<file path="src/rtl/pipeline_stall_controller_pkg.sv">
// Shared definitions for the pipeline stall controller.
//   state_e  : controller FSM state encoding (RUN=1'b0, HOLD1=1'b1)
//   MD_CNT_W : width of the mult/div occupancy counter
package pipeline_stall_controller_pkg;

  localparam int MD_CNT_W = 8;

  typedef enum logic {
    RUN   = 1'b0,
    HOLD1 = 1'b1
  } state_e;

endpackage

</file>
<file path="src/rtl/pipeline_stall_controller_sat_counter.sv">
// Saturating up-counter used for the stall/flush performance counters.
// Ports:
//   clk   : clock, rising edge
//   rst_n : synchronous active-low reset (clears q)
//   clr   : synchronous clear, wins over inc
//   inc   : count this cycle
//   q     : count value, holds at all-ones
module sat_counter #(
  parameter int W = 16
) (
  input  logic         clk,
  input  logic         rst_n,
  input  logic         clr,
  input  logic         inc,
  output logic [W-1:0] q
);

  logic [W-1:0] q_q;
  logic [W-1:0] q_d;

  always_comb begin
    q_d = q_q;
    if (clr) begin
      q_d = '0;
    end else if (inc && (q_q != {W{1'b1}})) begin
      q_d = q_q + W'(1);
    end
  end

  always_ff @(posedge clk) begin
    if (!rst_n) begin
      q_q <= '0;
    end else begin
      q_q <= q_d;
    end
  end

  assign q = q_q;

endmodule

</file>
<file path="src/rtl/pipeline_stall_controller.sv">
// Central stall/flush sequencer for the 5-stage pipeline.
//
// state | meaning
// ------+---------------------------------------------------------------
// RUN   | normal flow; stalls for one cycle whenever any hazard is raised
// HOLD1 | second bubble of a branch-after-load; forced stall, back to RUN
//
// Ports:
//   clk, rst_n     : clock and synchronous active-low reset
//   ld_use         : load-use hazard between ID/EX and IF/ID
//   br_dep_alu     : branch in ID depends on ALU result in EX
//   br_dep_load    : branch in ID depends on load in EX (two-bubble stall)
//   branch_taken   : branch in ID resolved taken
//   md_start       : mult/div issued in EX this cycle
//   md_use         : instruction in ID touches HI/LO or the md unit
//   cnt_clr        : clear both performance counters
//   pc_write       : PC update enable
//   if_id_write    : IF/ID register enable
//   if_flush       : zero IF/ID on next edge
//   id_ex_bubble   : insert control-zero into ID/EX on next edge
//   md_busy        : HI/LO result not yet valid
//   md_err         : sticky, md_start seen while md_busy
//   stall_cnt      : saturating count of bubble cycles
//   flush_cnt      : saturating count of flush cycles
module pipeline_stall_controller
  import pipeline_stall_controller_pkg::*;
#(
  parameter int MD_LATENCY = 32,
  parameter int CNT_W      = 16
) (
  input  logic             clk,
  input  logic             rst_n,
  input  logic             ld_use,
  input  logic             br_dep_alu,
  input  logic             br_dep_load,
  input  logic             branch_taken,
  input  logic             md_start,
  input  logic             md_use,
  input  logic             cnt_clr,
  output logic             pc_write,
  output logic             if_id_write,
  output logic             if_flush,
  output logic             id_ex_bubble,
  output logic             md_busy,
  output logic             md_err,
  output logic [CNT_W-1:0] stall_cnt,
  output logic [CNT_W-1:0] flush_cnt
);

  localparam logic [MD_CNT_W-1:0] MD_LOAD = MD_CNT_W'(MD_LATENCY - 1);

  state_e              state_q, state_d;
  logic [MD_CNT_W-1:0] md_cnt_q, md_cnt_d;
  logic                md_err_q, md_err_d;
  logic                stall_req;

  // Gated with rst_n so the interlock is released while reset is held,
  // even before the first reset edge has cleared the counter.
  assign md_busy   = rst_n & (md_cnt_q != '0);
  assign stall_req = ld_use | br_dep_alu | br_dep_load | (md_use & md_busy);

  always_comb begin
    state_d      = state_q;
    pc_write     = 1'b1;
    if_id_write  = 1'b1;
    if_flush     = 1'b0;
    id_ex_bubble = 1'b0;
    if (rst_n) begin
      case (state_q)
        RUN: begin
          if (stall_req) begin
            // A taken branch is not acted on while its operands are stale.
            pc_write     = 1'b0;
            if_id_write  = 1'b0;
            id_ex_bubble = 1'b1;
            if (br_dep_load) begin
              state_d = HOLD1;
            end
          end else begin
            if_flush = branch_taken;
          end
        end
        HOLD1: begin
          pc_write     = 1'b0;
          if_id_write  = 1'b0;
          id_ex_bubble = 1'b1;
          state_d      = RUN;
        end
        default: state_d = RUN;
      endcase
    end
  end

  // Occupancy down-counter: a new issue always reloads, even mid-operation.
  always_comb begin
    md_cnt_d = md_cnt_q;
    md_err_d = md_err_q;
    if (md_start) begin
      md_cnt_d = MD_LOAD;
      if (md_busy) begin
        md_err_d = 1'b1;
      end
    end else if (md_cnt_q != '0) begin
      md_cnt_d = md_cnt_q - MD_CNT_W'(1);
    end
  end

  always_ff @(posedge clk) begin
    if (!rst_n) begin
      state_q  <= RUN;
      md_cnt_q <= '0;
      md_err_q <= 1'b0;
    end else begin
      state_q  <= state_d;
      md_cnt_q <= md_cnt_d;
      md_err_q <= md_err_d;
    end
  end

  assign md_err = md_err_q;

  sat_counter #(.W(CNT_W)) u_stall_cnt (
    .clk   (clk),
    .rst_n (rst_n),
    .clr   (cnt_clr),
    .inc   (id_ex_bubble),
    .q     (stall_cnt)
  );

  sat_counter #(.W(CNT_W)) u_flush_cnt (
    .clk   (clk),
    .rst_n (rst_n),
    .clr   (cnt_clr),
    .inc   (if_flush),
    .q     (flush_cnt)
  );

endmodule
</file>
<file path="config.mk">
export PLATFORM = sky130hd
export DESIGN_NAME = pipeline_stall_controller
export DESIGN_NICKNAME = d
export VERILOG_FILES = /design/src/rtl/pipeline_stall_controller_pkg.sv /design/src/rtl/pipeline_stall_controller_sat_counter.sv /design/src/rtl/pipeline_stall_controller.sv
export SDC_FILE = /design/constraint.sdc
export NUM_CORES = 1
export LEC_CHECK = 0
export CORE_MARGIN = 5
export CORE_UTILIZATION = 40
export CTS_CLUSTER_DIAMETER = 40
export CTS_CLUSTER_SIZE = 12
export DETAILED_ROUTE_END_ITERATION = 8
export HOLD_SLACK_MARGIN = 0.12
export PLACE_DENSITY_LB_ADDON = 0.08
export RECOVER_POWER = 100
export SKIP_LAST_GASP = 1
export SYNTH_ARGS = -nofsm -noshare
export SYNTH_HDL_FRONTEND = slang
export SYNTH_SLANG_ARGS = --single-unit
</file>
<file path="constraint.sdc">
create_clock -name clk -period 7.6 [get_ports clk]
set_input_delay 2.28 -clock clk [delete_from_list [all_inputs] [get_ports clk]]
set_output_delay 2.28 -clock clk [all_outputs]
set_load 0.02 [all_outputs]
</file>
==> impl_summary.txt <==
----------------------------------------------------
[Status]
  Result of the run ... finished, final reports clean

[Global route]
  Total GRT Usage ... ~15%
  Global-route wire length before repair ... 9.29 mm
  Pin count of the biggest net entering global routing ... 31
  Number of antenna violations at the first check in global routing ... 0
  Via count of the first global-routing pass ... ~1900
  Total overflow reported by the global router ... 0

[Power]
  Worst ir drop on vdd ... 101 uV
  Ratio of total power to cell area ... roughly 150 nW/um2
  Power share of the combinational group ... about 12%
  Switching fraction of total power ... between 20% and 30%
  Clock network fraction of design power ... about a third
  Sequential Power Share ... 53.7%
  Pint ... between 300 and 400 uW
  Power dissipated by switching net loads ... roughly 110 uW
  Leak Pwr ... 1.08 nW

[Worst setup path]
  Arrival @ worst endpoint ... 4820 ps
  Kind of end point of the critical path ... primary output
  Max Fanout on Critical Path ... 23
  Critical Path Start Type ... primary input
  Crit path kind ... in -> out
  Worst stage delay on the critical path ... ~600 ps
  Cell-by-cell trace of the critical path ... dlygate4sd3_1 -> or4_1 -> o21ai_4 -> inv_1 -> clkdlybuf4s50_1
  Required time reported for the critical path endpoint ... between 5000 and 6000 ps
  Cell with the biggest individual delay on the critical path ... or4_1

[Floorplanning]
  Total die area ... between 7000 and 8000 um2
  Die boundary height ... between 80 and 90 um
  Horizontal die dimension ... 85.0 um
  I/O pin total ... 47
  Core ar. ... 5470 um2
  Initial Util ... approximately 41%
  Count of standard-cell rows ... 27

[Timing]
  Setup TNS ... 0 ps
  Fraction of the cycle the final worst path needs ... 93.4%
  Pins Over Slew Limit ... 0
  Maximum clock rate ... approximately 140 MHz
  Final setup viols ... 0
  Hold slack final ... 441 ps
  Crit path time final ... just over 7000 ps
  Count of endpoints failing hold in the final timing report ... 0
  Actual transition at the worst max-transition pin ... between 1000 and 1500 ps
  RSZ-0062 raised after global routing ... false
  Worst slew slack as a fraction of its limit ... roughly 30%
  Clk_skew ... between 8 and 9 ps

[Logic synthesis]
  Average footprint of a synthesized cell ... roughly 8.6 um2
  Yosys Warn Count ... 0
  Leading register cell type out of synthesis ... dfxtp_1
  Instance count of the mapped netlist ... between 200 and 300
  Most frequent cell after synthesis ... dfxtp_1
  Synth top area cells ... dfxtp_1 37%, or4_1 4.0%, a21oi_1 3.8%
  Number of enable-type register cells in the synthesized netlist ... 0
  Flop and latch count out of synthesis ... 42
  Fraction of registers with async set or reset after synthesis ... 0%
  Commonest cells post-synth ... 42 x dfxtp_1, 22 x nand2_1, 19 x nor2_1, 17 x a21oi_1
  Sequential element share of the synthesized area ... between 30 and 40%
  Synthesized net count ... 275
  Netlist Area Pre-Place ... around 2200 um2
  Count of distinct cell types in the synthesized netlist ... 56
  Portion of synthesized cell area occupied by the leading cell type ... 37.4%
  Most area-hungry cell type in the Yosys netlist ... dfxtp_1

[Placed design]
  Gp weighted congestion ... 0.816
  Port Buffers ... 46
  Hpwl dp ... a little under 4 mm

[Min path]
  Worst min-delay path category ... reg -> reg

[Final layout]
  Diodes inserted ... 0
  Layout cell share with drive strength beyond 1 ... about 6.6%
  Layout overhead on the synthesized area ... 24.7%
  Final nets ... 317

[Clock network]
  # H-tree levels ... 2
  Cell at the root of the clock tree ... clkbuf_8
  Post-CTS Hold Buffers ... 0
  Later-pin clock latency in the skew report ... between 200 and 300 ps
  TritonCTS Buffers ... 5
  Buffer count from post-CTS setup fixing ... 0
  Clock transition at the registers of the reported paths ... ~80 ps
  CTS tree ... done
  Clock Tree Buf Depth ... 2
  Clk sinks ... between 40 and 50
  Post-CTS resize count ... 0

[Routing]
  Total via count after detailed routing ... about 2100
  Overall routed net length ... 5.48 mm
  Antenna Nets Post-Route ... 0
  Number of vias per cell ... ~5.6
  Number of iterations in the first detailed-routing pass ... 6
  Iteration-0 DRC count of the detailed router ... around 130
  DRC ... 0
  Post-DR wirelength/cell ... roughly 15 um

[Flow run]
  # Max-Cap Violations ... 0

----------------------------------------------------
[path summary, 6_finish.rpt]
path	from	to	slack (ps)	depth (start not counted)
min	state_q	state_q	440	1
max reg2reg	md_cnt_q[0]	u_stall_cnt.q[14]	4980	8
min reg2reg	state_q	state_q	440	1
max	br_dep_alu	id_ex_bubble	500	5
[cell usage in the layout, fill, tap and decap left out, types with 5 or more instances in the layout]
cell             instances
o31ai_1                  5
clkbuf_8                 6
nand4_1                  7
o21ai_0                 11
nor3_1                   5
and4_1                   7
dlygate4sd3_1           39
o211ai_1                 7
clkdlybuf4s50_1          7
nand2_1                 23
and3_1                   5
inv_1                    8
dfxtp_1                 42
nor2_1                  19
a31oi_1                  5
nand3_1                 13
or4_1                   12
a21boi_0                 5
or3_1                    8
a21oi_1                 17
[stage by stage]
step	cell area (um2)	std cells	total power [mW]	setup WS [ps]	utilization [%]
2_1_floorplan	2250	262	0.272	1860	-
3_3_place_gp	2740	369	0.286	795	50.0
3_5_place_dp	2740	369	0.286	733	50.0
4_1_cts	2830	377	0.436	737	51.7
5_1_grt	2810	377	0.448	319	51.3
6_report	2810	377	0.428	504	51.3
[flip-flops by register name, summed over array words and instances, names as in the netlist]
register	flops
md_err	1
md_cnt_q	8
u_flush_cnt.q	16
state_q	1
u_stall_cnt.q	16
[cell type report]
class,instances,area (um2)
fill,558,2670
multi-input combinational,200,1280
sequential,42,841
inverter,8,30.0
timing repair buffer,47,468
clock buffer,7,86.3
tap,72,90.1
clock inverter,1,5.00
[cell families after synthesis]
family / share of synthesized area [%]
AND/OR/NAND/NOR: 32.7
AO/OA/AOI/OAI: 19.2
flip-flops: 37.4
buffers and inverters: 4.51
XOR/XNOR: 3.11
adder cells (fa/ha/maj): 2.22
multiplexers: 0.890
[power by group through the flow]
| stage | registers (mW) | clock network (mW) | logic, mW |
|---|---|---|---|
| floorplan | 0.235 | 0 | 0.0373 |
| global placement | 0.235 | 0 | 0.0510 |
| detailed placement | 0.235 | 0 | 0.0515 |
| CTS | 0.230 | 0.155 | 0.0518 |
| global route | 0.231 | 0.162 | 0.0549 |
| finish | 0.230 | 0.149 | 0.0495 |
[metal layers]
layer | track usage (%) | part of all wire, %
met1 | 20.3 | 49
met2 | 25.0 | 45
met3 | 4.17 | 5.0
met5 | 0 | 0
met4 | 3.88 | 1.0
[worst max-delay path: cells and delay by family]
kind / cells / cell delay (ps)
buffers and inverters: 3 / 1460
AO/OA/AOI/OAI: 1 / 460
AND/OR/NAND/NOR: 1 / 610
Note: power is estimated with default switching activity, not from simulation.
==> RTL change 1: new RTL, same flow settings <==
Register the output `flush_cnt`, without a reset; this adds one clock of latency there. The other outputs are not delayed to match. Comments in the files are not updated.
--- a/src/rtl/pipeline_stall_controller.sv
+++ b/src/rtl/pipeline_stall_controller.sv
@@ -48,6 +48,8 @@
 );
 
   localparam logic [MD_CNT_W-1:0] MD_LOAD = MD_CNT_W'(MD_LATENCY - 1);
+
+  logic [CNT_W-1:0] flush_cnt_d;
 
   state_e              state_q, state_d;
   logic [MD_CNT_W-1:0] md_cnt_q, md_cnt_d;
@@ -132,7 +134,11 @@
     .rst_n (rst_n),
     .clr   (cnt_clr),
     .inc   (if_flush),
-    .q     (flush_cnt)
+    .q     (flush_cnt_d)
   );
 
+  always_ff @(posedge clk) begin
+    flush_cnt <= flush_cnt_d;
+  end
+
 endmodule
Formal check against the unedited RTL: not equivalent (Yosys sat finds a counterexample within 4 cycles, from zero or initial values and one cycle with rst_n low).
==> RTL change 1 against the unedited design <==
- worst setup slack gained 61 ps
- critical path type unchanged
- largest cell class unchanged
- wire length decreased by 2.1%
- critical endpoint is now if_flush
- total power grew 58%
- sequential cell count rose by 16
- utilization grew 2.8 points
- synthesized cell count increased by 4.2%
- design area increased by 14%
- area after synthesis increased by 8.8%
- highest routed layer unchanged
- sequential share of layout area up 6.3 points
==> RTL change 1: results (changes against the unedited design) <==
metric	value	unit	change
Layout Nets	337		+6.3%
number of library cell types mapped by synthesis	38		-32%
CP max stage delay	690	ps	+80 ps
peak fanout along the critical path	17		-26%
run status	completed		
drt initial violations	77		-43%
Filler Cell Count	543		-2.7%
Leakage	1.185	nW	+10%
Worst Skew	6.322	ps	-1.679 ps
switching share of power	22.97	%	-2.3 points
Syn Nets	286		+4.0%
Worst Hold Depth	0		-1
CTS H-tree depth	3		+1
share of cells above drive strength 1	7.295	%	+0.74 points
Worst VDD drop	0.1004	mV	-0.93%
placed insts	388		+5.1%
Slew HR	25.70	%	-4.4 points
met2 Usage GRT	22.77	%	-2.2 points
post-synthesis sequential area ratio	47.44	%	+10 points
synth cell count leaders	58 x dfxtp_1, 30 x a21oi_1, 26 x nand2_1		
worst r2r path cells	7		-1
first-pass GRT wire length	9.052	mm	-2.5%
vias in the first global route	2073		+7.2%
routability cong.	0.7908		-3.1%
synth top area cells	dfxtp_1 47%, a21oi_1 6.1%, or3_1 4.3%		
Via density	5.411		-3.2%
largest net degree at the start of global routing	23		-26%
Clk Latency, worst-skew pair	340	ps	+50 ps
HPWL Detailed	3.768	mm	-3.5%
==> RTL change 1: power by group through the flow <==
stage | logic [mW] | clock network (mW) | registers [mW]
5_1_grt | 0.0481 | 0.340 | 0.314
2_1_floorplan | 0.0279 | 0 | 0.321
3_3_place_gp | 0.0444 | 0 | 0.321
3_5_place_dp | 0.0447 | 0 | 0.321
4_1_cts | 0.0453 | 0.327 | 0.314
6_report | 0.0433 | 0.319 | 0.314
==> RTL change 1: layer usage <==
layer	wire length [um]	vias up
li1	-	1108
met4	114	0
met2	2373	45
met1	2625	1023
met5	0	-
met3	256	10
==> RTL change 1: path summary, 6_finish.rpt <==
kind	to	from	slack, ps
max	if_flush	rst_n	560
min	flush_cnt[15]$_DFF_P_	u_flush_cnt.q[15]$_SDFFE_PP0P_	390
max reg2reg	u_stall_cnt.q[5]$_SDFFE_PP0P_	md_cnt_q[0]$_SDFFE_PN0P_	5140
min reg2reg	flush_cnt[15]$_DFF_P_	u_flush_cnt.q[15]$_SDFFE_PP0P_	390
==> RTL change 1: logic make-up after synthesis <==
logic type,share of synthesized area [%]
AND/OR/NAND/NOR,27.20
flip-flops,47.44
XOR/XNOR,2.505
buffers and inverters,2.914
adder cells (fa/ha/maj),2.045
multiplexers,0.8180
AO/OA/AOI/OAI,17.08
==> RTL change 1: area by class of cell <==
class,instances,share of cell area (%)
multi-input cells,197,37.81
well taps,75,2.930
clock buffers,10,4.297
flip-flops and latches,58,36.25
clock inverters,6,2.813
repair buffers,49,14.84
inverters,9,1.055
==> RTL change 1: stage by stage <==
step	power [mW]	hold WS [ps]	util (%)	setup WS (ps)	cell area (um^2)
after floorplan	0.3488	351.5	-	1958	2447
after global placement	0.3652	370.7	50.44	987.4	2987
after detailed placement	0.3655	374.3	50.44	951.4	2987
after CTS	0.6857	383.3	54.29	931.5	3214
after global routing	0.7029	386.0	54.10	441.1	3203
final	0.6764	385.3	54.10	564.8	3203
==> RTL change 2: new RTL, same flow settings <==
Made on the original files. The parameter `CNT_W` goes from 16 to 32.
--- a/src/rtl/pipeline_stall_controller.sv
+++ b/src/rtl/pipeline_stall_controller.sv
@@ -26,7 +26,7 @@
   import pipeline_stall_controller_pkg::*;
 #(
   parameter int MD_LATENCY = 32,
-  parameter int CNT_W      = 16
+  parameter int CNT_W      = 32
 ) (
   input  logic             clk,
   input  logic             rst_n,
Ports: changed (resized flush_cnt and stall_cnt); port bits go from 47 to 79. The function was not compared with the original's and may differ.
==> RTL change 2 against the unedited design <==
- the flow now finishes with violations (max-capacitance violations, max-slew violations)
- total power rose by 93%
- sequential cell count is 32 higher
- worst setup slack improved by 19 ps
- area after synthesis up 73%
- design area rose by 75%
- die area increased by 63%
- wire length up 92%
- critical path depth stayed put
- critical endpoint unchanged
- highest routed layer unchanged
==> RTL change 2: results (changes against the unedited design) <==
metric	value	unit	change
run status	finished with violations		
violated checks	max-capacitance violations, max-slew violations		
DR pass1 iterations	5		-1
total track usage	18.22	%	+2.8 points
Filler Cell Count	978		+75%
largest net degree at the start of global routing	63		+100%
routed wire length	10.53	mm	+92%
number of library cell types mapped by synthesis	51		-8.9%
synth cell count leaders	74 x dfxtp_1, 58 x a21oi_1, 34 x nand2_1		
Layout Nets	551		+74%
drt initial violations	164		+22%
Worst EP arrival	4800	ps	-20 ps
Clk Latency, worst-skew pair	350	ps	+60 ps
post-synthesis sequential area ratio	38.13	%	+0.76 points
share of cells above drive strength 1	5.893	%	-0.66 points
Max Cap Violations	2		+2
fin. max-slew vios	37		+37
Worst VDD drop	0.09905	mV	-2.3%
peak fanout along the critical path	16		-30%
CTS H-tree depth	3		+1
Worst Skew	11.29	ps	+3.288 ps
Via density	5.824		+4.2%
CP max stage delay	650	ps	+40 ps
Slew HR	-17.91	%	-48 points
Leakage	1.715	nW	+59%
vias in the first global route	3667		+90%
crit share post-route	93.13	%	-0.24 points
routability cong.	0.7980		-2.2%
-- RTL change 2: cell count changes after synthesis, sizes merged, moves of 12 or more --
| cell | delta |
|---|---|
| a21oi | +41 |
| dfxtp | +32 |
| nand2 | +12 |
| nand3 | +13 |
| nand4 | +17 |
| o21ai | +22 |
| o31ai | +14 |
| or3 | +23 |
-- RTL change 2: worst paths after layout --
kind / startpoint / slack, ps / to
setup reg to reg: u_flush_cnt.q[0]$_SDFFE_PP0P_ / 3610 / u_flush_cnt.q[9]$_SDFFE_PP0P_
hold reg to reg: state_q$_SDFF_PP0_ / 410 / state_q$_SDFF_PP0_
setup / recovery: br_dep_alu / 520 / id_ex_bubble
hold / removal: state_q$_SDFF_PP0_ / 410 / state_q$_SDFF_PP0_
-- RTL change 2: through the flow --
step           instances  instance area, um^2  setup WS [ps]
2_1_floorplan        470                 3885           1715
3_3_place_gp         660                 4713          678.1
3_5_place_dp         660                 4713          627.7
4_1_cts              676                 4957          621.3
5_1_grt              676                 4918          363.6
6_report             676                 4918          522.3
-- RTL change 2: worst max-delay path: cells and delay by family --
kind            cells  cell delay, ps
compound gates      1             560
simple gates        1             650
buf+inv             3            1310
-- RTL change 2: cell type report --
type,count,area share (%)
Tap cell,133,3.383
Sequential cell,74,30.12
Inverter,8,0.6105
Clock buffer,12,2.951
Multi-Input combinational cell,365,44.82
Timing Repair Buffer,80,16.10
Clock inverter,4,2.010
-- RTL change 2: cell families (layout without fill, tap and decap cells) --
kind of cell,after synthesis,in the layout,share of synthesized area (%)
multiplexers,2,2,0.5153
AND/OR/NAND/NOR,213,213,31.92
adder cells (fa/ha/maj),4,4,1.288
buffers and inverters,31,104,4.283
AO/OA/AOI/OAI,138,138,22.06
XOR/XNOR,8,8,1.804
flip-flops,74,74,38.13
-- RTL change 2: where the power goes --
group	switching (mW)	internal, mW	total, mW	leakage [nW]
Clock	0.150	0.228	0.379	0.121
Sequential	0.00557	0.392	0.398	0.598
Combinational	0.0297	0.0210	0.0507	0.996
Total	0.186	0.641	0.827	1.71
-- RTL change 2: per-layer routing --
layer	wire length (um)	global-route usage (%)	vias up
met2	5006	31.24	110
met1	4879	22.92	1870
met4	100	5.410	0
met3	546	3.881	11
li1	-	-	1946
met5	0	0	-
